<file path="src/rtl/output_argmax_reader_if.sv">
`default_nettype none
// ============================================================================
// Module   : output_argmax_reader_if
// Brief    : Score-bus / result handshake bundle for output_argmax_reader.
// Revision : 1.0  initial release
// ============================================================================
interface output_argmax_reader_if #(
  parameter int neuron_number = 10,
  parameter int dataWidth     = 16
) ();
  localparam int SW = 2 * dataWidth;
  localparam int IW = (neuron_number > 1) ? $clog2(neuron_number) : 1;

  logic                      start;
  logic [SW*neuron_number-1:0] scores_in;
  logic                      busy;
  logic                      out_valid;
  logic                      out_ready;
  logic [IW-1:0]             class_idx;
  logic [SW-1:0]             class_score;

  modport master (
    output start, scores_in, out_ready,
    input  busy, out_valid, class_idx, class_score
  );

  modport slave (
    input  start, scores_in, out_ready,
    output busy, out_valid, class_idx, class_score
  );
endinterface
`default_nettype wire

</file>
<file path="src/rtl/output_argmax_reader.sv">
`default_nettype none
// ============================================================================
// Module   : output_argmax_reader
// Brief    : Snapshots the final layer's packed scores on start, scans one slot
//            per cycle and returns the argmax index/score over valid/ready.
// Revision : 1.0  initial release
// ============================================================================
module output_argmax_reader #(
  parameter int neuron_number = 10,
  parameter int dataWidth     = 16
) (
  input logic                   clk,
  input logic                   rst,
  output_argmax_reader_if.slave bus
);
  localparam int SW = 2 * dataWidth;
  localparam int IW = (neuron_number > 1) ? $clog2(neuron_number) : 1;
  localparam logic [IW-1:0] LAST_IDX = IW'(neuron_number - 1);

  typedef enum logic [1:0] {
    IDLE = 2'd0,
    SCAN = 2'd1,
    HOLD = 2'd2
  } state_e;

  state_e                      state_q, state_d;
  logic [SW*neuron_number-1:0] shadow_q, shadow_d;
  logic signed [SW-1:0]        best_q, best_d;
  logic [IW-1:0]               best_idx_q, best_idx_d;
  logic [IW-1:0]               cnt_q, cnt_d;
  logic                        valid_q, valid_d;
  logic [IW-1:0]               idx_q, idx_d;
  logic [SW-1:0]               score_q, score_d;

  logic signed [SW-1:0]        slot_w;
  logic                        take_w;

  always_ff @(posedge clk) begin
    if (rst) begin
      state_q    <= IDLE;
      shadow_q   <= '0;
      best_q     <= '0;
      best_idx_q <= '0;
      cnt_q      <= '0;
      valid_q    <= 1'b0;
      idx_q      <= '0;
      score_q    <= '0;
    end else begin
      state_q    <= state_d;
      shadow_q   <= shadow_d;
      best_q     <= best_d;
      best_idx_q <= best_idx_d;
      cnt_q      <= cnt_d;
      valid_q    <= valid_d;
      idx_q      <= idx_d;
      score_q    <= score_d;
    end
  end

  always_comb begin
    state_d    = state_q;
    shadow_d   = shadow_q;
    best_d     = best_q;
    best_idx_d = best_idx_q;
    cnt_d      = cnt_q;
    valid_d    = valid_q;
    idx_d      = idx_q;
    score_d    = score_q;

    // Strict signed compare: on a tie the earlier (lower) index is kept.
    slot_w = shadow_q[int'(cnt_q)*SW +: SW];
    take_w = (slot_w > best_q);

    case (state_q)
      IDLE: begin
        if (bus.start) begin
          shadow_d   = bus.scores_in;
          best_d     = bus.scores_in[SW-1:0];
          best_idx_d = '0;
          cnt_d      = IW'(1);
          if (neuron_number == 1) begin
            state_d = HOLD;
            valid_d = 1'b1;
            idx_d   = '0;
            score_d = bus.scores_in[SW-1:0];
          end else begin
            state_d = SCAN;
          end
        end
      end
      SCAN: begin
        if (take_w) begin
          best_d     = slot_w;
          best_idx_d = cnt_q;
        end
        // Publish the last comparison directly so results register on entry to HOLD.
        if (cnt_q == LAST_IDX) begin
          state_d = HOLD;
          valid_d = 1'b1;
          idx_d   = take_w ? cnt_q : best_idx_q;
          score_d = take_w ? slot_w : best_q;
        end else begin
          cnt_d = cnt_q + 1'b1;
        end
      end
      HOLD: begin
        if (bus.out_ready) begin
          state_d = IDLE;
          valid_d = 1'b0;
        end
      end
      default: state_d = IDLE;
    endcase
  end

  assign bus.busy        = (state_q != IDLE);
  assign bus.out_valid   = valid_q;
  assign bus.class_idx   = idx_q;
  assign bus.class_score = score_q;

endmodule
`default_nettype wire

</file>
<file path="src/flat_wrapper.sv">
// flat-port wrapper written by rule: the top's interface ports become plain ports
module output_argmax_reader_flat 
#(
  parameter int neuron_number = 10,
  parameter int dataWidth     = 16
)
  (clk, rst, bus_start, bus_scores_in, bus_out_ready, bus_busy, bus_out_valid, bus_class_idx, bus_class_score);
  output_argmax_reader_if #(.neuron_number(neuron_number), .dataWidth(dataWidth)) bus_i ();
  input logic clk;
  input logic rst;
  input wire logic [$bits(bus_i.start)-1:0] bus_start;
  input wire logic [$bits(bus_i.scores_in)-1:0] bus_scores_in;
  input wire logic [$bits(bus_i.out_ready)-1:0] bus_out_ready;
  output wire logic [$bits(bus_i.busy)-1:0] bus_busy;
  output wire logic [$bits(bus_i.out_valid)-1:0] bus_out_valid;
  output wire logic [$bits(bus_i.class_idx)-1:0] bus_class_idx;
  output wire logic [$bits(bus_i.class_score)-1:0] bus_class_score;
  assign bus_i.start = bus_start;
  assign bus_i.scores_in = bus_scores_in;
  assign bus_i.out_ready = bus_out_ready;
  assign bus_busy = bus_i.busy;
  assign bus_out_valid = bus_i.out_valid;
  assign bus_class_idx = bus_i.class_idx;
  assign bus_class_score = bus_i.class_score;
  output_argmax_reader #(.neuron_number(neuron_number), .dataWidth(dataWidth)) u_core (.clk(clk), .rst(rst), .bus(bus_i));
endmodule
</file>
<file path="config.mk">
export PLATFORM = sky130hd
export DESIGN_NAME = output_argmax_reader_flat
export DESIGN_NICKNAME = d
export VERILOG_FILES = /design/src/rtl/output_argmax_reader_if.sv /design/src/rtl/output_argmax_reader.sv /design/src/flat_wrapper.sv
export SDC_FILE = /design/constraint.sdc
export NUM_CORES = 1
export LEC_CHECK = 0
export BUFFER_PORTS_ARGS = -buffer_cell sky130_fd_sc_hd__clkbuf_2
export CAP_MARGIN = 20
export CORE_ASPECT_RATIO = 0.8
export CORE_UTILIZATION = 50
export CTS_CLUSTER_DIAMETER = 50
export DETAILED_ROUTE_END_ITERATION = 10
export PLACE_DENSITY = 0.83
export SLEW_MARGIN = 0
export SYNTH_ARGS = -nofsm -noshare
export SYNTH_HDL_FRONTEND = slang
export SYNTH_SLANG_ARGS = --single-unit
</file>
<file path="constraint.sdc">
create_clock -name clk -period 12.25 [get_ports clk]
set_input_delay 1.225 -clock clk [delete_from_list [all_inputs] [get_ports clk]]
set_output_delay 1.225 -clock clk [all_outputs]
set_load 0.05 [all_outputs]
</file>
; ---- After elaboration in Yosys (flattened, before gate mapping)
; Cells that the tools add are included.
[totals]
reg_bits = 399
elab_cells = 44
[classes]
shifts = 1
n_reduce_logical = 10
n_eq_ne = 7
n_addsub = 1
n_lt_le_gt_ge = 1
muxes = 16
[ops]
columns = cell, n
row1 = 320-bit by 10-bit variable part select with 32-bit output, 1
row2 = 32-bit two-way mux, 2
row3 = 32-bit case mux with 2 select lines, 1
row4 = 32-bit > comparator, 1
row5 = 4-bit two-way mux, 4
row6 = 4-bit case mux with 2 select lines, 2
row7 = 3-bit AND reduction, 3
row8 = 2-bit two-way mux, 3
row9 = "2-bit != test, second input constant", 3
row10 = 2-bit case mux with 3 select lines, 1
row11 = 2-bit AND reduction, 3
row12 = 2-bit nonzero test, 3
row13 = "4-bit by 1-bit adder with 4-bit output, second input constant", 1
row14 = "4-bit equality test, second input constant", 1
row15 = "2-bit by 1-bit equality test with 1-bit output, second input constant", 1
row16 = "2-bit equality test, second input constant", 1
row17 = 2-bit logical NOT, 1
row18 = 1-bit two-way mux, 2
row19 = "2-bit by 1-bit != test with 1-bit output, second input constant", 1
row20 = 1-bit case mux with 2 select lines, 1

; ---- Longest topological paths before layout
; Gate-level depths: netlist (run 1).
[depth]
word_depth = 4
mapped_depth = 17
depth_no_buf = 11

; ---- Worst setup path before layout (run 1)
; OpenSTA, ideal clock, no wires.
[synth_timing]
path_kind = register to register
start = register u_core.cnt_q[0]
end = register u_core.best_q[0]
stages_incl_launch_ff = 17
period_less_slack_ps = 3886
t_required_ps = 12158
arrival_time_ps = 3794
slack_ps = 8364
cell_sequence = dfxtp_1 > buf_2 > buf_2 > mux4_2 > mux2i_1 > o22ai_1 > ha_1 > a21oi_1 > o21ai_1 > a221o_1 > a2111oi_4 > and3b_1 > buf_4 > buf_6 > buf_6 > nor3_1 > o32ai_1
[synth_between]
elab_chain_cells = 4
[synth_rtl]
columns = element, line_no
row1 = start: declaration, output_argmax_reader.sv:30  ; logic [IW-1:0] cnt_q, cnt_d;
row2 = start signal: assignment, output_argmax_reader.sv:53  ; cnt_q <= cnt_d;
row3 = 320-bit by 10-bit variable part select with 32-bit output (*), output_argmax_reader.sv:71  ; slot_w = shadow_q[int'(cnt_q)*SW +: SW];
row4 = 32-bit > comparator, output_argmax_reader.sv:72  ; take_w = (slot_w > best_q);
row5 = 32-bit two-way mux (*), -
row6 = 32-bit case mux with 2 select lines (*), output_argmax_reader.sv:74  ; case (state_q)
row7 = end signal: assignment, output_argmax_reader.sv:51  ; best_q <= best_d;
row8 = end: declaration, output_argmax_reader.sv:28  ; logic signed [SW-1:0] best_q, best_d;
; Mark *: on every way between the ends. The rest lies on a longest branch, timed or not.
; A chain may end at the register's enable or synchronous reset.

; ---- Worst setup path after layout (run 1)
[layout_timing]
start = register u_core.cnt_q[0]
end = register u_core.score_q[18] (netlist: u_core.bus.class_score[18])
[layout_between]
elab_chain_cells = 3
word_cells_on_any_way = 5
classes_between = order compare (1) / eq/ne (1) / shift (1) / mux (1) / reduce/logical (1)
[layout_rtl]
columns = element, line_no
row1 = 320-bit by 10-bit variable part select with 32-bit output, output_argmax_reader.sv:71
row2 = 32-bit > comparator, output_argmax_reader.sv:72
row3 = 32-bit two-way mux, output_argmax_reader.sv:101  ; score_d = take_w ? slot_w : best_q;
row4 = end signal: assignment, output_argmax_reader.sv:56  ; score_q <= score_d;
row5 = end: declaration, output_argmax_reader.sv:33  ; logic [SW-1:0] score_q, score_d;
; Parallel ways exist; a longest one is shown, timed or not.

==> impl_metrics.xml, run 1 <==
<?xml version="1.0" encoding="UTF-8"?>
<metrics>
  <group name="outcome">
    <metric name="run_status" unit="">completed</metric>
  </group>
  <group name="route">
    <metric name="avgRoutedWirePerCell" unit="um">21.46</metric>
    <metric name="final_antenna_net_count" unit="">0</metric>
    <metric name="vias" unit="">17100</metric>
    <metric name="first_iter_violations" unit="">2235</metric>
    <metric name="firstDrtPassIters" unit="">7</metric>
    <metric name="drt-vias-per-instance" unit="">5.923</metric>
    <metric name="drc_viols" unit="">0</metric>
    <metric name="post_route_wl" unit="um">61940</metric>
  </group>
  <group name="sta">
    <metric name="hold_viol" unit="">0</metric>
    <metric name="hold_slack" unit="ps">451.6</metric>
    <metric name="final.period_utilization" unit="%">55.54</metric>
    <metric name="maxSlewViolCount" unit="">0</metric>
    <metric name="unrepaired_setup_endpoints_after_global_routing" unit="">no</metric>
    <metric name="finalSetupTns" unit="ps">0</metric>
    <metric name="worst_clock_skew" unit="ps">20.09</metric>
    <metric name="min_period" unit="ps">6803</metric>
    <metric name="max_freq" unit="MHz">147.0</metric>
    <metric name="finalSetupViolCount" unit="">0</metric>
    <metric name="worst_slew_pin_slew" unit="ps">1113</metric>
    <metric name="max-slew-margin-rel" unit="%">25.77</metric>
  </group>
  <group name="cts">
    <metric name="tritoncts" unit="">yes</metric>
    <metric name="cts.reportedPaths.clkPinSlew" unit="ps">60</metric>
    <metric name="ctsLongestPathBuffers" unit="">3</metric>
    <metric name="cts-htree-levels" unit="">2</metric>
    <metric name="cts_inserted_buffers" unit="">42</metric>
    <metric name="clk_root_buffer_cell" unit="">sky130_fd_sc_hd__clkbuf_16</metric>
    <metric name="post_cts_resize_count" unit="">0</metric>
    <metric name="cts_hold_repair.buffers" unit="">0</metric>
    <metric name="cts.repair_timing.setup_buffer_count" unit="">0</metric>
    <metric name="insertion_delay" unit="ps">550</metric>
    <metric name="tritoncts_num_sinks" unit="">399</metric>
  </group>
  <group name="die">
    <metric name="design.portCount" unit="">362</metric>
    <metric name="die_width" unit="um">213.9</metric>
    <metric name="die_h" unit="um">171.5</metric>
    <metric name="die_area" unit="um^2">36690</metric>
    <metric name="initial_core_utilization" unit="%">51.27</metric>
    <metric name="design.core.area" unit="um^2">35030</metric>
    <metric name="core.rowCount" unit="">61</metric>
  </group>
  <group name="synthesis">
    <metric name="ys.warnings.count" unit="">0</metric>
    <metric name="synth.cell_area" unit="um^2">17960</metric>
    <metric name="postSynthNetCount" unit="">2501</metric>
    <metric name="synth.largest_area_cell" unit="">sky130_fd_sc_hd__dfxtp_1</metric>
    <metric name="number_of_flops_mapped_to_enable_cells_by_yosys" unit="">0</metric>
    <metric name="asyncSetResetFlopFracSynth" unit="%">0</metric>
    <metric name="netlist.area_leader.share" unit="%">44.48</metric>
    <metric name="synth-seq-cells" unit="">399</metric>
    <metric name="postSynthCellCount" unit="">2143</metric>
    <metric name="yosysSeqAreaShare" unit="%">44.48</metric>
    <metric name="netlist_top_cells_area" unit="">sky130_fd_sc_hd__dfxtp_1, sky130_fd_sc_hd__nand2_1, sky130_fd_sc_hd__a21oi_1</metric>
    <metric name="synth.lib_cells_used.distinct" unit="">44</metric>
    <metric name="postSynth.topFlopCell" unit="">sky130_fd_sc_hd__dfxtp_1</metric>
    <metric name="synthesis.area_per_instance" unit="um^2">8.381</metric>
  </group>
  <group name="worst_setup_path">
    <metric name="rr_endpoint" unit="">u_core.bus.class_score[18]$_SDFFE_PP0P_</metric>
    <metric name="timing.critical_path.cells" unit="">buf_4 -&gt; buf_4 -&gt; mux4_2 -&gt; mux2i_1 -&gt; o22ai_1 -&gt; ha_1 -&gt; nand4_1 -&gt; nor3_1 -&gt; a21boi_1 -&gt; o41ai_2 -&gt; nand3b_2 -&gt; nand2_4 -&gt; a2111oi_1</metric>
    <metric name="crit_start" unit="">u_core.cnt_q[0]$_SDFFE_PP0P_</metric>
    <metric name="cp_data_arrival_time" unit="ps">7180</metric>
    <metric name="worst-r2r-cell-count" unit="">13</metric>
    <metric name="crit_path_max_fanout" unit="">45</metric>
    <metric name="crit-reg2reg-launch" unit="">u_core.cnt_q[0]$_SDFFE_PP0P_</metric>
    <metric name="setup.worst_path.class" unit="">reg -&gt; reg</metric>
    <metric name="setup.worst_path.start_class" unit="">register</metric>
    <metric name="type_of_element_capturing_the_critical_path" unit="">register</metric>
    <metric name="critical_path.slowest_cell" unit="">sky130_fd_sc_hd__nand3b_2</metric>
    <metric name="worstPathBufferInverterCount" unit="">2</metric>
    <metric name="path_delay_family" unit="">simple AND/OR/NAND/NOR gates</metric>
    <metric name="cp_slowest_stage_delay" unit="ps">840</metric>
    <metric name="ff2ff_setup_slack" unit="ps">5450</metric>
    <metric name="required_time_of_the_critical_path" unit="ps">12630</metric>
    <metric name="path_common_cell" unit="">sky130_fd_sc_hd__buf_4</metric>
  </group>
  <group name="grt">
    <metric name="grt_start_max_net_pins" unit="">115</metric>
    <metric name="first_pass_grt_wire_length" unit="um">92210</metric>
    <metric name="antenna_violations_before_repair" unit="">0</metric>
    <metric name="globalRouteTotalUtil" unit="%">33.23</metric>
    <metric name="aggregate_global_routing_overflow" unit="">0</metric>
    <metric name="grt_pass1_vias" unit="">16080</metric>
  </group>
  <group name="worst_hold_path">
    <metric name="timing.hold.worst_endpoint" unit="">u_core.shadow_q[222]$_SDFFE_PP0P_</metric>
    <metric name="min-delay-path-class" unit="">reg -&gt; reg</metric>
    <metric name="hp-start" unit="">u_core.shadow_q[222]$_SDFFE_PP0P_</metric>
    <metric name="hold_depth" unit="">2</metric>
  </group>
  <group name="finish">
    <metric name="post-route-util" unit="%">60.57</metric>
    <metric name="layout_common_cells" unit="">sky130_fd_sc_hd__nand2_1, sky130_fd_sc_hd__dfxtp_1, sky130_fd_sc_hd__a21oi_1</metric>
    <metric name="drive_above_1_share" unit="%">21.91</metric>
    <metric name="finalInstanceArea" unit="um^2">21220</metric>
    <metric name="layout_commonest_cell" unit="">sky130_fd_sc_hd__nand2_1</metric>
    <metric name="syn2layout_area_growth" unit="%">18.14</metric>
    <metric name="layout.nets" unit="">2739</metric>
  </group>
  <group name="power_and_ir_drop">
    <metric name="total_leakage_power" unit="nW">8.371</metric>
    <metric name="peakVddDrop" unit="V">0.00009871</metric>
    <metric name="share_clk_of_total_power" unit="%">37.5</metric>
    <metric name="report.power.total" unit="mW">3.444</metric>
    <metric name="power_frac_comb" unit="%">20.3</metric>
    <metric name="p_int" unit="mW">2.395</metric>
    <metric name="seq_power_share" unit="%">42.2</metric>
    <metric name="power.switching_fraction" unit="%">30.46</metric>
    <metric name="power_per_cell_area" unit="nW/um^2">162.3</metric>
    <metric name="switching_power" unit="mW">1.049</metric>
  </group>
  <group name="placement">
    <metric name="port-buffer-count" unit="">361</metric>
    <metric name="routabilityCongestion" unit="">1.043</metric>
    <metric name="dpl-instance-area" unit="um^2">19750</metric>
    <metric name="place.detailed.hpwl" unit="um">44650</metric>
  </group>
  <group name="run">
    <metric name="cap_violations" unit="">0</metric>
  </group>
</metrics>
## per-layer routing
layer  wire length, um  up-vias  part of all wire (%)  global-route usage [%]
met1             25440     8090                    41                   45.49
met4              2497        0                   4.0                   13.63
met3              6060      152                   9.8                   6.372
met2             27940      959                    45                   51.45
li1                  -     7900                     -                       -
met5                 0        -                     0                       0
## stage by stage
stage          instances  worst slack [ps]
2_1_floorplan       2143              8364
3_3_place_gp        2807              5697
3_5_place_dp        2807              5614
4_1_cts             2884              5575
5_1_grt             2886              4976
6_report            2887              5447
## state kept, by name (all words and copies together) (netlist names)
| signal | cells |
|---|---|
| u_core.bus.out_valid | 1 |
| u_core.best_q | 32 |
| u_core.bus.class_idx | 4 |
| u_core.state_q | 2 |
| u_core.bus.class_score | 32 |
| u_core.cnt_q | 4 |
| u_core.shadow_q | 320 |
| u_core.best_idx_q | 4 |
## cell families (layout without fill, tap and decap cells)
family                     after synthesis  in the layout  synth area share [%]
other                                    0              1                     0
buffers and inverters                  224            495                 5.246
muxes                                  133            133                 11.88
adders and majority gates               34             34                 2.369
DFF                                    399            399                 44.48
xor gates and xnor gates                 2              2               0.09755
AOI/OAI and AO/OA                      520            520                 17.26
and+or+nand+nor                        831            831                 18.67
## cells in the mapped netlist, types with 2 or more instances
| cell type | count |
|---|---|
| sky130_fd_sc_hd__nor3_1 | 37 |
| sky130_fd_sc_hd__mux2i_1 | 68 |
| sky130_fd_sc_hd__a2111oi_2 | 2 |
| sky130_fd_sc_hd__buf_4 | 8 |
| sky130_fd_sc_hd__nand3_1 | 8 |
| sky130_fd_sc_hd__clkbuf_1 | 149 |
| sky130_fd_sc_hd__nor2b_1 | 4 |
| sky130_fd_sc_hd__o22ai_1 | 31 |
| sky130_fd_sc_hd__a311oi_1 | 3 |
| sky130_fd_sc_hd__nor2_1 | 73 |
| sky130_fd_sc_hd__mux4_2 | 64 |
| sky130_fd_sc_hd__o21ai_0 | 4 |
| sky130_fd_sc_hd__buf_6 | 7 |
| sky130_fd_sc_hd__a2111oi_1 | 30 |
| sky130_fd_sc_hd__nand3b_1 | 4 |
| sky130_fd_sc_hd__buf_2 | 15 |
| sky130_fd_sc_hd__o21bai_1 | 2 |
| sky130_fd_sc_hd__a21o_1 | 6 |
| sky130_fd_sc_hd__inv_1 | 35 |
| sky130_fd_sc_hd__a211oi_1 | 3 |
| sky130_fd_sc_hd__o32ai_1 | 32 |
| sky130_fd_sc_hd__a21oi_1 | 367 |
| sky130_fd_sc_hd__a21boi_0 | 33 |
| sky130_fd_sc_hd__nand2_1 | 649 |
| sky130_fd_sc_hd__nor4_1 | 35 |
| sky130_fd_sc_hd__ha_1 | 34 |
| sky130_fd_sc_hd__dfxtp_1 | 399 |
| sky130_fd_sc_hd__buf_1 | 10 |
| sky130_fd_sc_hd__xor2_1 | 2 |
| sky130_fd_sc_hd__nand2b_1 | 6 |
| sky130_fd_sc_hd__nand4_1 | 9 |
| sky130_fd_sc_hd__and3_1 | 2 |
## how the worst max path moves through the flow
stage / to / slack, ps / cells past startpoint
2_1_floorplan: u_core.best_q[0]$_SDFFE_PP0P_ / 8360 / 16
3_3_place_gp: u_core.bus.class_score[18]$_SDFFE_PP0P_ / 5700 / 14
3_5_place_dp: u_core.bus.class_score[18]$_SDFFE_PP0P_ / 5610 / 14
4_1_cts: u_core.bus.class_score[2]$_SDFFE_PP0P_ / 5580 / 14
5_1_grt: u_core.bus.class_score[18]$_SDFFE_PP0P_ / 4980 / 13
6_report: u_core.bus.class_score[18]$_SDFFE_PP0P_ / 5450 / 13
## power groups by stage
stage | Clock (mW) | Sequential [mW] | Combinational, mW
6_report | 1.29 | 1.45 | 0.700
5_1_grt | 1.36 | 1.46 | 0.751
4_1_cts | 1.30 | 1.45 | 0.681
3_5_place_dp | 0 | 1.48 | 0.678
3_3_place_gp | 0 | 1.47 | 0.670
2_1_floorplan | 0 | 1.45 | 0.506
## cell type report
| type | instances | area [um^2] |
|---|---|---|
| Tap cell | 472 | 590.6 |
| Clock buffer | 68 | 1323 |
| Sequential cell | 399 | 7996 |
| Fill cell | 3009 | 13810 |
| Timing Repair Buffer | 383 | 2022 |
| Clock inverter | 9 | 91.34 |
| Inverter | 35 | 131.4 |
| Multi-Input combinational cell | 1520 | 9061 |
| Antenna cell | 1 | 2.502 |
## tightest hold or removal path: cells and delay by family, from the launching register on
family             cells  cell delay [ps]
AOI/OAI and AO/OA      1               50
DFF                    1              310
and+or+nand+nor        1               50
No activity file was read; power rests on OpenSTA's default activity.
==> run 2: changes to the inputs <==
==> constraint.sdc (replaced) <==
create_clock -name clk -period 6.7 [get_ports clk]
set_input_delay 0.67 -clock clk [delete_from_list [all_inputs] [get_ports clk]]
set_output_delay 0.67 -clock clk [all_outputs]
set_load 0.05 [all_outputs]
==> run 2 against run 1 <==
Clock-buffer cell count decreased by 13. First-iteration DRC count decreased by 7.1%. Largest cell class unchanged. Wire length about the same. Fmax increased by 21%. Clock skew increased by 5.5 ps. Clock power increased by 91%. Global-route usage decreased by 0.19 points. Sequential share of layout area decreased by 0.15 points.
==> impl_metrics.xml, run 2 (same netlist as run 1, synthesis figures left out) <==
<?xml version="1.0" encoding="UTF-8"?>
<metrics>
  <group name="finish">
    <metric name="number_of_cells_in_the_finished_layout_apart_from_fillers" unit="">2885</metric>
    <metric name="layout.nets" unit="">2739</metric>
    <metric name="drive_above_1_share" unit="%">22.01</metric>
    <metric name="top_register" unit="">u_core.shadow_q</metric>
    <metric name="syn2layout_area_growth" unit="%">18.61</metric>
    <metric name="layout_commonest_cell" unit="">sky130_fd_sc_hd__nand2_1</metric>
    <metric name="antenna_cells" unit="">0</metric>
    <metric name="post-route-util" unit="%">60.81</metric>
    <metric name="layout_common_cells" unit="">sky130_fd_sc_hd__nand2_1, sky130_fd_sc_hd__dfxtp_1, sky130_fd_sc_hd__a21oi_1</metric>
    <metric name="finalInstanceArea" unit="um^2">21300</metric>
    <metric name="largest_reg_flops" unit="">320</metric>
  </group>
  <group name="power_and_ir_drop">
    <metric name="peakVddDrop" unit="V">0.0001740</metric>
    <metric name="power_per_cell_area" unit="nW/um^2">301.3</metric>
    <metric name="report.power.total" unit="mW">6.419</metric>
    <metric name="total_leakage_power" unit="nW">8.407</metric>
  </group>
  <group name="grt">
    <metric name="highest_utilization_routing_layer_at_the_global_route_stage" unit="">met2</metric>
    <metric name="grt_pass1_vias" unit="">16060</metric>
    <metric name="globalRouteTotalUtil" unit="%">33.04</metric>
    <metric name="met1_usage" unit="%">45.93</metric>
    <metric name="aggregate_global_routing_overflow" unit="">0</metric>
    <metric name="antenna_violations_before_repair" unit="">1</metric>
    <metric name="first_pass_grt_wire_length" unit="um">92200</metric>
    <metric name="grtUsageMet2" unit="%">50.28</metric>
    <metric name="grt.met3_usage" unit="%">6.372</metric>
    <metric name="grt_start_max_net_pins" unit="">232</metric>
  </group>
  <group name="sta">
    <metric name="min_period" unit="ps">5605</metric>
    <metric name="final.period_utilization" unit="%">83.65</metric>
    <metric name="maxSlewViolCount" unit="">0</metric>
    <metric name="finalSetupViolCount" unit="">0</metric>
    <metric name="postLayoutSetupSlackWorst" unit="ps">1095</metric>
    <metric name="worst_slew_pin_slew" unit="ps">1085</metric>
    <metric name="worst_clock_skew" unit="ps">25.58</metric>
    <metric name="max-slew-margin-rel" unit="%">27.68</metric>
    <metric name="unrepaired_setup_endpoints_after_global_routing" unit="">no</metric>
    <metric name="max_freq" unit="MHz">178.4</metric>
    <metric name="finalSetupTns" unit="ps">0</metric>
    <metric name="hold_viol" unit="">0</metric>
    <metric name="hold_slack" unit="ps">330.9</metric>
  </group>
  <group name="placement">
    <metric name="detailedPlace.worstSlack" unit="ps">1235</metric>
    <metric name="instance_count_after_placement_with_tap_cells_included" unit="">2809</metric>
    <metric name="dpl-instance-area" unit="um^2">19860</metric>
    <metric name="routabilityCongestion" unit="">1.004</metric>
    <metric name="place.detailed.hpwl" unit="um">44530</metric>
    <metric name="port-buffer-count" unit="">361</metric>
  </group>
  <group name="route">
    <metric name="final_antenna_net_count" unit="">0</metric>
    <metric name="post_route_wl" unit="um">61950</metric>
    <metric name="drc_viols" unit="">0</metric>
    <metric name="avgRoutedWirePerCell" unit="um">21.47</metric>
    <metric name="vias" unit="">17230</metric>
    <metric name="first_iter_violations" unit="">2077</metric>
    <metric name="firstDrtPassIters" unit="">7</metric>
    <metric name="drt-vias-per-instance" unit="">5.973</metric>
  </group>
  <group name="cts">
    <metric name="post_cts_resize_count" unit="">0</metric>
    <metric name="tritoncts" unit="">yes</metric>
    <metric name="cts-htree-levels" unit="">2</metric>
    <metric name="cts.reportedPaths.clkPinSlew" unit="ps">60</metric>
    <metric name="cts_hold_repair.buffers" unit="">0</metric>
    <metric name="cts.repair_timing.setup_buffer_count" unit="">0</metric>
    <metric name="tritoncts_num_sinks" unit="">399</metric>
    <metric name="clk_root_buffer_cell" unit="">sky130_fd_sc_hd__clkbuf_16</metric>
    <metric name="insertion_delay" unit="ps">560</metric>
    <metric name="cts_inserted_buffers" unit="">42</metric>
    <metric name="ctsLongestPathBuffers" unit="">3</metric>
  </group>
  <group name="die">
    <metric name="core.rowCount" unit="">61</metric>
    <metric name="design.core.area" unit="um^2">35030</metric>
    <metric name="initial_core_utilization" unit="%">51.27</metric>
    <metric name="die_h" unit="um">171.5</metric>
    <metric name="die_area" unit="um^2">36690</metric>
    <metric name="design.portCount" unit="">362</metric>
    <metric name="die_width" unit="um">213.9</metric>
  </group>
  <group name="worst_setup_path">
    <metric name="critical_path.slowest_cell" unit="">sky130_fd_sc_hd__dfxtp_4</metric>
    <metric name="path_delay_family" unit="">compound AO/OA/AOI/OAI gates</metric>
    <metric name="setup.worst_path.start_class" unit="">register</metric>
    <metric name="worstPathBufferInverterCount" unit="">1</metric>
    <metric name="setup.worst_path.class" unit="">reg -&gt; reg</metric>
    <metric name="cp_data_arrival_time" unit="ps">6000</metric>
    <metric name="crit_path_max_fanout" unit="">59</metric>
    <metric name="timing.critical_path.cells" unit="">buf_4 -&gt; mux4_2 -&gt; mux2i_1 -&gt; o22ai_1 -&gt; ha_1 -&gt; nand4_1 -&gt; nor3_1 -&gt; a21boi_1 -&gt; o41ai_2 -&gt; a21o_1 -&gt; nand2_4 -&gt; a2111oi_1</metric>
    <metric name="required_time_of_the_critical_path" unit="ps">7100</metric>
    <metric name="cp_slowest_stage_delay" unit="ps">920</metric>
    <metric name="type_of_element_capturing_the_critical_path" unit="">register</metric>
  </group>
  <group name="run">
    <metric name="cap_violations" unit="">0</metric>
  </group>
  <group name="outcome">
    <metric name="run_status" unit="">completed</metric>
  </group>
  <group name="worst_hold_path">
    <metric name="min-delay-path-class" unit="">in -&gt; reg</metric>
  </group>
</metrics>
[run 2: cell types whose count changed in the layout (fill, tap and decap cells not counted), sizes merged]
cell,change
clkinv,+4
diode,-1
clkbuf,-13
inv,+3
bufinv,+5
[run 2: routing by layer]
metal	share of wire, %	wire [um]
met1	41	25510
met2	45	27660
met3	10	6324
met4	3.9	2446
met5	0.021	13
[run 2: path summary, 6_finish.rpt]
check / depth (start not counted) / from / slack [ps] / to
max: 12 / u_core.cnt_q[1]$_SDFFE_PP0P_ / 1100 / u_core.bus.class_score[20]$_SDFFE_PP0P_
min: 3 / bus_scores_in[167] / 330 / u_core.shadow_q[167]$_SDFFE_PP0P_
min reg2reg: 2 / u_core.shadow_q[74]$_SDFFE_PP0P_ / 450 / u_core.shadow_q[74]$_SDFFE_PP0P_
max reg2reg: 12 / u_core.cnt_q[1]$_SDFFE_PP0P_ / 1100 / u_core.bus.class_score[20]$_SDFFE_PP0P_
[run 2: cell type report]
class                      count  area [um^2]
fill                        3013        13730
inverter                      35        131.4
multi-input combinational   1520         9060
clock inverter                21        297.8
clock buffer                  55         1150
timing repair buffer         383         2077
sequential                   399         7996
tap                          472        590.6
[run 2: worst register-to-register path, cell delays in order (launching register included)]
cell,delay [ps]
sky130_fd_sc_hd__dfxtp_4,920
sky130_fd_sc_hd__buf_4,390
sky130_fd_sc_hd__mux4_2,390
sky130_fd_sc_hd__mux2i_1,480
sky130_fd_sc_hd__o22ai_1,260
sky130_fd_sc_hd__ha_1,380
sky130_fd_sc_hd__nand4_1,140
sky130_fd_sc_hd__nor3_1,80
sky130_fd_sc_hd__a21boi_1,160
sky130_fd_sc_hd__o41ai_2,600
sky130_fd_sc_hd__a21o_1,700
sky130_fd_sc_hd__nand2_4,420
sky130_fd_sc_hd__a2111oi_1,550
[run 2: report_power, final]
group	internal, mW	total, mW	switching [mW]
Combinational	0.474	1.29	0.820
Clock	1.46	2.46	1.00
Sequential	2.53	2.67	0.139
==> run 3: changes to the inputs <==
--- a/config.mk
+++ b/config.mk
@@ -11,7 +11,7 @@
 export CORE_UTILIZATION = 50
 export CTS_CLUSTER_DIAMETER = 50
 export DETAILED_ROUTE_END_ITERATION = 10
-export PLACE_DENSITY = 0.83
+export PLACE_DENSITY = 0.86
 export SLEW_MARGIN = 0
 export SYNTH_ARGS = -nofsm -noshare
 export SYNTH_HDL_FRONTEND = slang
==> constraint.sdc (replaced) <==
create_clock -name clk -period 4.8 [get_ports clk]
set_input_delay 0.48 -clock clk [delete_from_list [all_inputs] [get_ports clk]]
set_output_delay 0.48 -clock clk [all_outputs]
set_load 0.05 [all_outputs]
==> run 3 against run 2 <==
Sequential cell count unchanged. Hold slack worse by 200 ps. Cell count up 1.0%. Worst setup slack got worse by 960 ps. Die area stayed put. Register-to-register slack got worse by 960 ps. Clock power is 46% higher. Critical path type unchanged. Largest cell class unchanged.
==> impl_metrics.xml, run 3 (same netlist as run 1, synthesis figures left out) <==
<?xml version="1.0" encoding="UTF-8"?>
<metrics>
  <group name="sta">
    <metric name="hold_viol" unit="">0</metric>
    <metric name="hold_slack" unit="ps">134.2</metric>
    <metric name="maxSlewViolCount" unit="">0</metric>
    <metric name="finalSetupTns" unit="ps">0</metric>
    <metric name="min_period" unit="ps">4663</metric>
    <metric name="final.period_utilization" unit="%">97.15</metric>
    <metric name="max_freq" unit="MHz">214.4</metric>
    <metric name="unrepaired_setup_endpoints_after_global_routing" unit="">yes</metric>
    <metric name="finalSetupViolCount" unit="">0</metric>
    <metric name="worst_clock_skew" unit="ps">22.31</metric>
    <metric name="max-slew-margin-rel" unit="%">23.57</metric>
    <metric name="worst_slew_pin_slew" unit="ps">1146</metric>
  </group>
  <group name="worst_setup_path">
    <metric name="worst-r2r-cell-count" unit="">12</metric>
    <metric name="crit_start" unit="">u_core.cnt_q[0]$_SDFFE_PP0P_</metric>
    <metric name="setup.worst_path.class" unit="">reg -&gt; reg</metric>
    <metric name="setup.worst_path.start_class" unit="">register</metric>
    <metric name="cp_data_arrival_time" unit="ps">5070</metric>
    <metric name="required_time_of_the_critical_path" unit="ps">5210</metric>
    <metric name="ff2ff_setup_slack" unit="ps">140</metric>
    <metric name="cp-endpoint" unit="">u_core.bus.class_score[21]$_SDFFE_PP0P_</metric>
    <metric name="type_of_element_capturing_the_critical_path" unit="">register</metric>
    <metric name="rr_endpoint" unit="">u_core.bus.class_score[21]$_SDFFE_PP0P_</metric>
    <metric name="crit_path_max_fanout" unit="">36</metric>
    <metric name="crit-reg2reg-launch" unit="">u_core.cnt_q[0]$_SDFFE_PP0P_</metric>
  </group>
  <group name="grt">
    <metric name="grt_pass1_vias" unit="">16100</metric>
    <metric name="first_pass_grt_wire_length" unit="um">91940</metric>
    <metric name="antenna_violations_before_repair" unit="">5</metric>
    <metric name="globalRouteTotalUtil" unit="%">33.02</metric>
    <metric name="aggregate_global_routing_overflow" unit="">0</metric>
    <metric name="grt_start_max_net_pins" unit="">269</metric>
  </group>
  <group name="route">
    <metric name="post_route_wl" unit="um">62610</metric>
    <metric name="avgRoutedWirePerCell" unit="um">21.48</metric>
    <metric name="drt-vias-per-instance" unit="">5.970</metric>
    <metric name="vias" unit="">17400</metric>
    <metric name="firstDrtPassIters" unit="">8</metric>
    <metric name="drc_viols" unit="">0</metric>
    <metric name="first_iter_violations" unit="">2153</metric>
    <metric name="final_antenna_net_count" unit="">0</metric>
  </group>
  <group name="die">
    <metric name="design.core.area" unit="um^2">35030</metric>
    <metric name="initial_core_utilization" unit="%">51.27</metric>
    <metric name="die_width" unit="um">213.9</metric>
    <metric name="core.rowCount" unit="">61</metric>
    <metric name="die_area" unit="um^2">36690</metric>
    <metric name="die_h" unit="um">171.5</metric>
    <metric name="design.portCount" unit="">362</metric>
  </group>
  <group name="cts">
    <metric name="ctsLongestPathBuffers" unit="">3</metric>
    <metric name="cts_hold_repair.buffers" unit="">0</metric>
    <metric name="cts_inserted_buffers" unit="">42</metric>
    <metric name="tritoncts_num_sinks" unit="">399</metric>
    <metric name="insertion_delay" unit="ps">560</metric>
    <metric name="tritoncts" unit="">yes</metric>
    <metric name="cts-htree-levels" unit="">2</metric>
    <metric name="cts.reportedPaths.clkPinSlew" unit="ps">70</metric>
    <metric name="clk_root_buffer_cell" unit="">sky130_fd_sc_hd__clkbuf_16</metric>
  </group>
  <group name="worst_hold_path">
    <metric name="min-delay-path-class" unit="">in -&gt; reg</metric>
  </group>
  <group name="finish">
    <metric name="syn2layout_area_growth" unit="%">20.58</metric>
    <metric name="layout_commonest_cell" unit="">sky130_fd_sc_hd__nand2_1</metric>
    <metric name="layout.nets" unit="">2763</metric>
    <metric name="largest_reg_flops" unit="">320</metric>
    <metric name="post-route-util" unit="%">61.82</metric>
    <metric name="drive_above_1_share" unit="%">22.88</metric>
    <metric name="layout_common_cells" unit="">sky130_fd_sc_hd__nand2_1, sky130_fd_sc_hd__dfxtp_1, sky130_fd_sc_hd__a21oi_1</metric>
    <metric name="top_register" unit="">u_core.shadow_q</metric>
  </group>
  <group name="placement">
    <metric name="port-buffer-count" unit="">361</metric>
    <metric name="routabilityCongestion" unit="">1.020</metric>
    <metric name="place.detailed.hpwl" unit="um">44990</metric>
  </group>
  <group name="outcome">
    <metric name="run_status" unit="">completed</metric>
  </group>
  <group name="run">
    <metric name="cap_violations" unit="">0</metric>
  </group>
  <group name="power_and_ir_drop">
    <metric name="peakVddDrop" unit="V">0.0002210</metric>
    <metric name="power_per_cell_area" unit="nW/um^2">423.9</metric>
    <metric name="total_leakage_power" unit="nW">8.572</metric>
  </group>
</metrics>
[run 3: cell count changes in the layout (fill, tap and decap cells not counted), moves of 3 or more]
cell / before / now
sky130_fd_sc_hd__buf_4: 15 / 33
sky130_fd_sc_hd__clkbuf_1: 8 / 4
sky130_fd_sc_hd__clkinv_2: 6 / 2
sky130_fd_sc_hd__clkinvlp_4: 1 / 4
sky130_fd_sc_hd__diode_2: 0 / 9
sky130_fd_sc_hd__inv_6: 5 / 1
[run 3: final cells by class]
cell class / count / area [um^2]
diodes: 9 / 22.52
clock buffers: 51 / 1135
clock inverters: 22 / 386.6
fillers: 2933 / 13380
inverters: 35 / 131.4
multi-input cells: 1520 / 9076
flip-flops and latches: 399 / 7996
well taps: 472 / 590.6
repair buffers: 407 / 2317
[run 3: repair_timing]
| item | 4_1_cts | 5_1_grt |
|---|---|---|
| endpoints found under the hold margin | 0 | 0 |
| setup endpoints to repair | 0 | 29 |
| setup buffers | 0 | 1 |
| gates resized for setup | 0 | 4 |
[run 3: per-layer routing]
layer / up-vias / wire length [um] / GRT usage (%) / share of wire [%]
met5: - / 0 / 0 / 0
met4: 0 / 2714 / 15.16 / 4.3
met2: 969 / 27970 / 49.79 / 45
met1: 8329 / 25290 / 44.73 / 40
met3: 150 / 6636 / 7.851 / 11
li1: 7956 / - / - / -
[run 3: critical path, stage by stage (launching register included)]
cell,delay [ps]
sky130_fd_sc_hd__dfxtp_4,370
sky130_fd_sc_hd__buf_12,280
sky130_fd_sc_hd__mux4_2,550
sky130_fd_sc_hd__mux2i_1,320
sky130_fd_sc_hd__o22ai_1,250
sky130_fd_sc_hd__ha_1,370
sky130_fd_sc_hd__a21oi_1,130
sky130_fd_sc_hd__o21ai_1,120
sky130_fd_sc_hd__a221o_1,410
sky130_fd_sc_hd__a2111oi_4,530
sky130_fd_sc_hd__a21o_1,330
sky130_fd_sc_hd__nand2_4,290
sky130_fd_sc_hd__a2111oi_1,500
[run 3: how the worst min path moves through the flow]
stage                                            startpoint                           endpoint  slack (ps)  cells past startpoint
after floorplan           u_core.shadow_q[192]$_SDFFE_PP0P_  u_core.shadow_q[192]$_SDFFE_PP0P_         430                      2
after global placement     u_core.shadow_q[29]$_SDFFE_PP0P_   u_core.shadow_q[29]$_SDFFE_PP0P_         440                      2
after detailed placement  u_core.shadow_q[236]$_SDFFE_PP0P_  u_core.shadow_q[236]$_SDFFE_PP0P_         440                      2
after CTS                                bus_scores_in[149]  u_core.shadow_q[149]$_SDFFE_PP0P_         120                      3
after global routing                     bus_scores_in[285]  u_core.shadow_q[285]$_SDFFE_PP0P_         140                      3
final                                    bus_scores_in[166]  u_core.shadow_q[166]$_SDFFE_PP0P_         130                      3
[run 3: per-stage QoR]
step	total power [mW]	setup WS [ps]	instances	instance area [um^2]
2_1_floorplan	4.984	913.6	2143	17960
3_3_place_gp	5.517	297.8	2830	20020
3_5_place_dp	5.581	161.9	2832	20060
4_1_cts	9.125	131.9	2905	21580
5_1_grt	9.480	-22.27	2911	21650
6_report	9.180	136.8	2915	21660
[run 3: power by group]
group | switching [mW] | leakage [nW] | internal, mW
Sequential | 0.173 | 3.27 | 3.53
Combinational | 1.18 | 4.57 | 0.709
Clock | 1.44 | 0.729 | 2.14
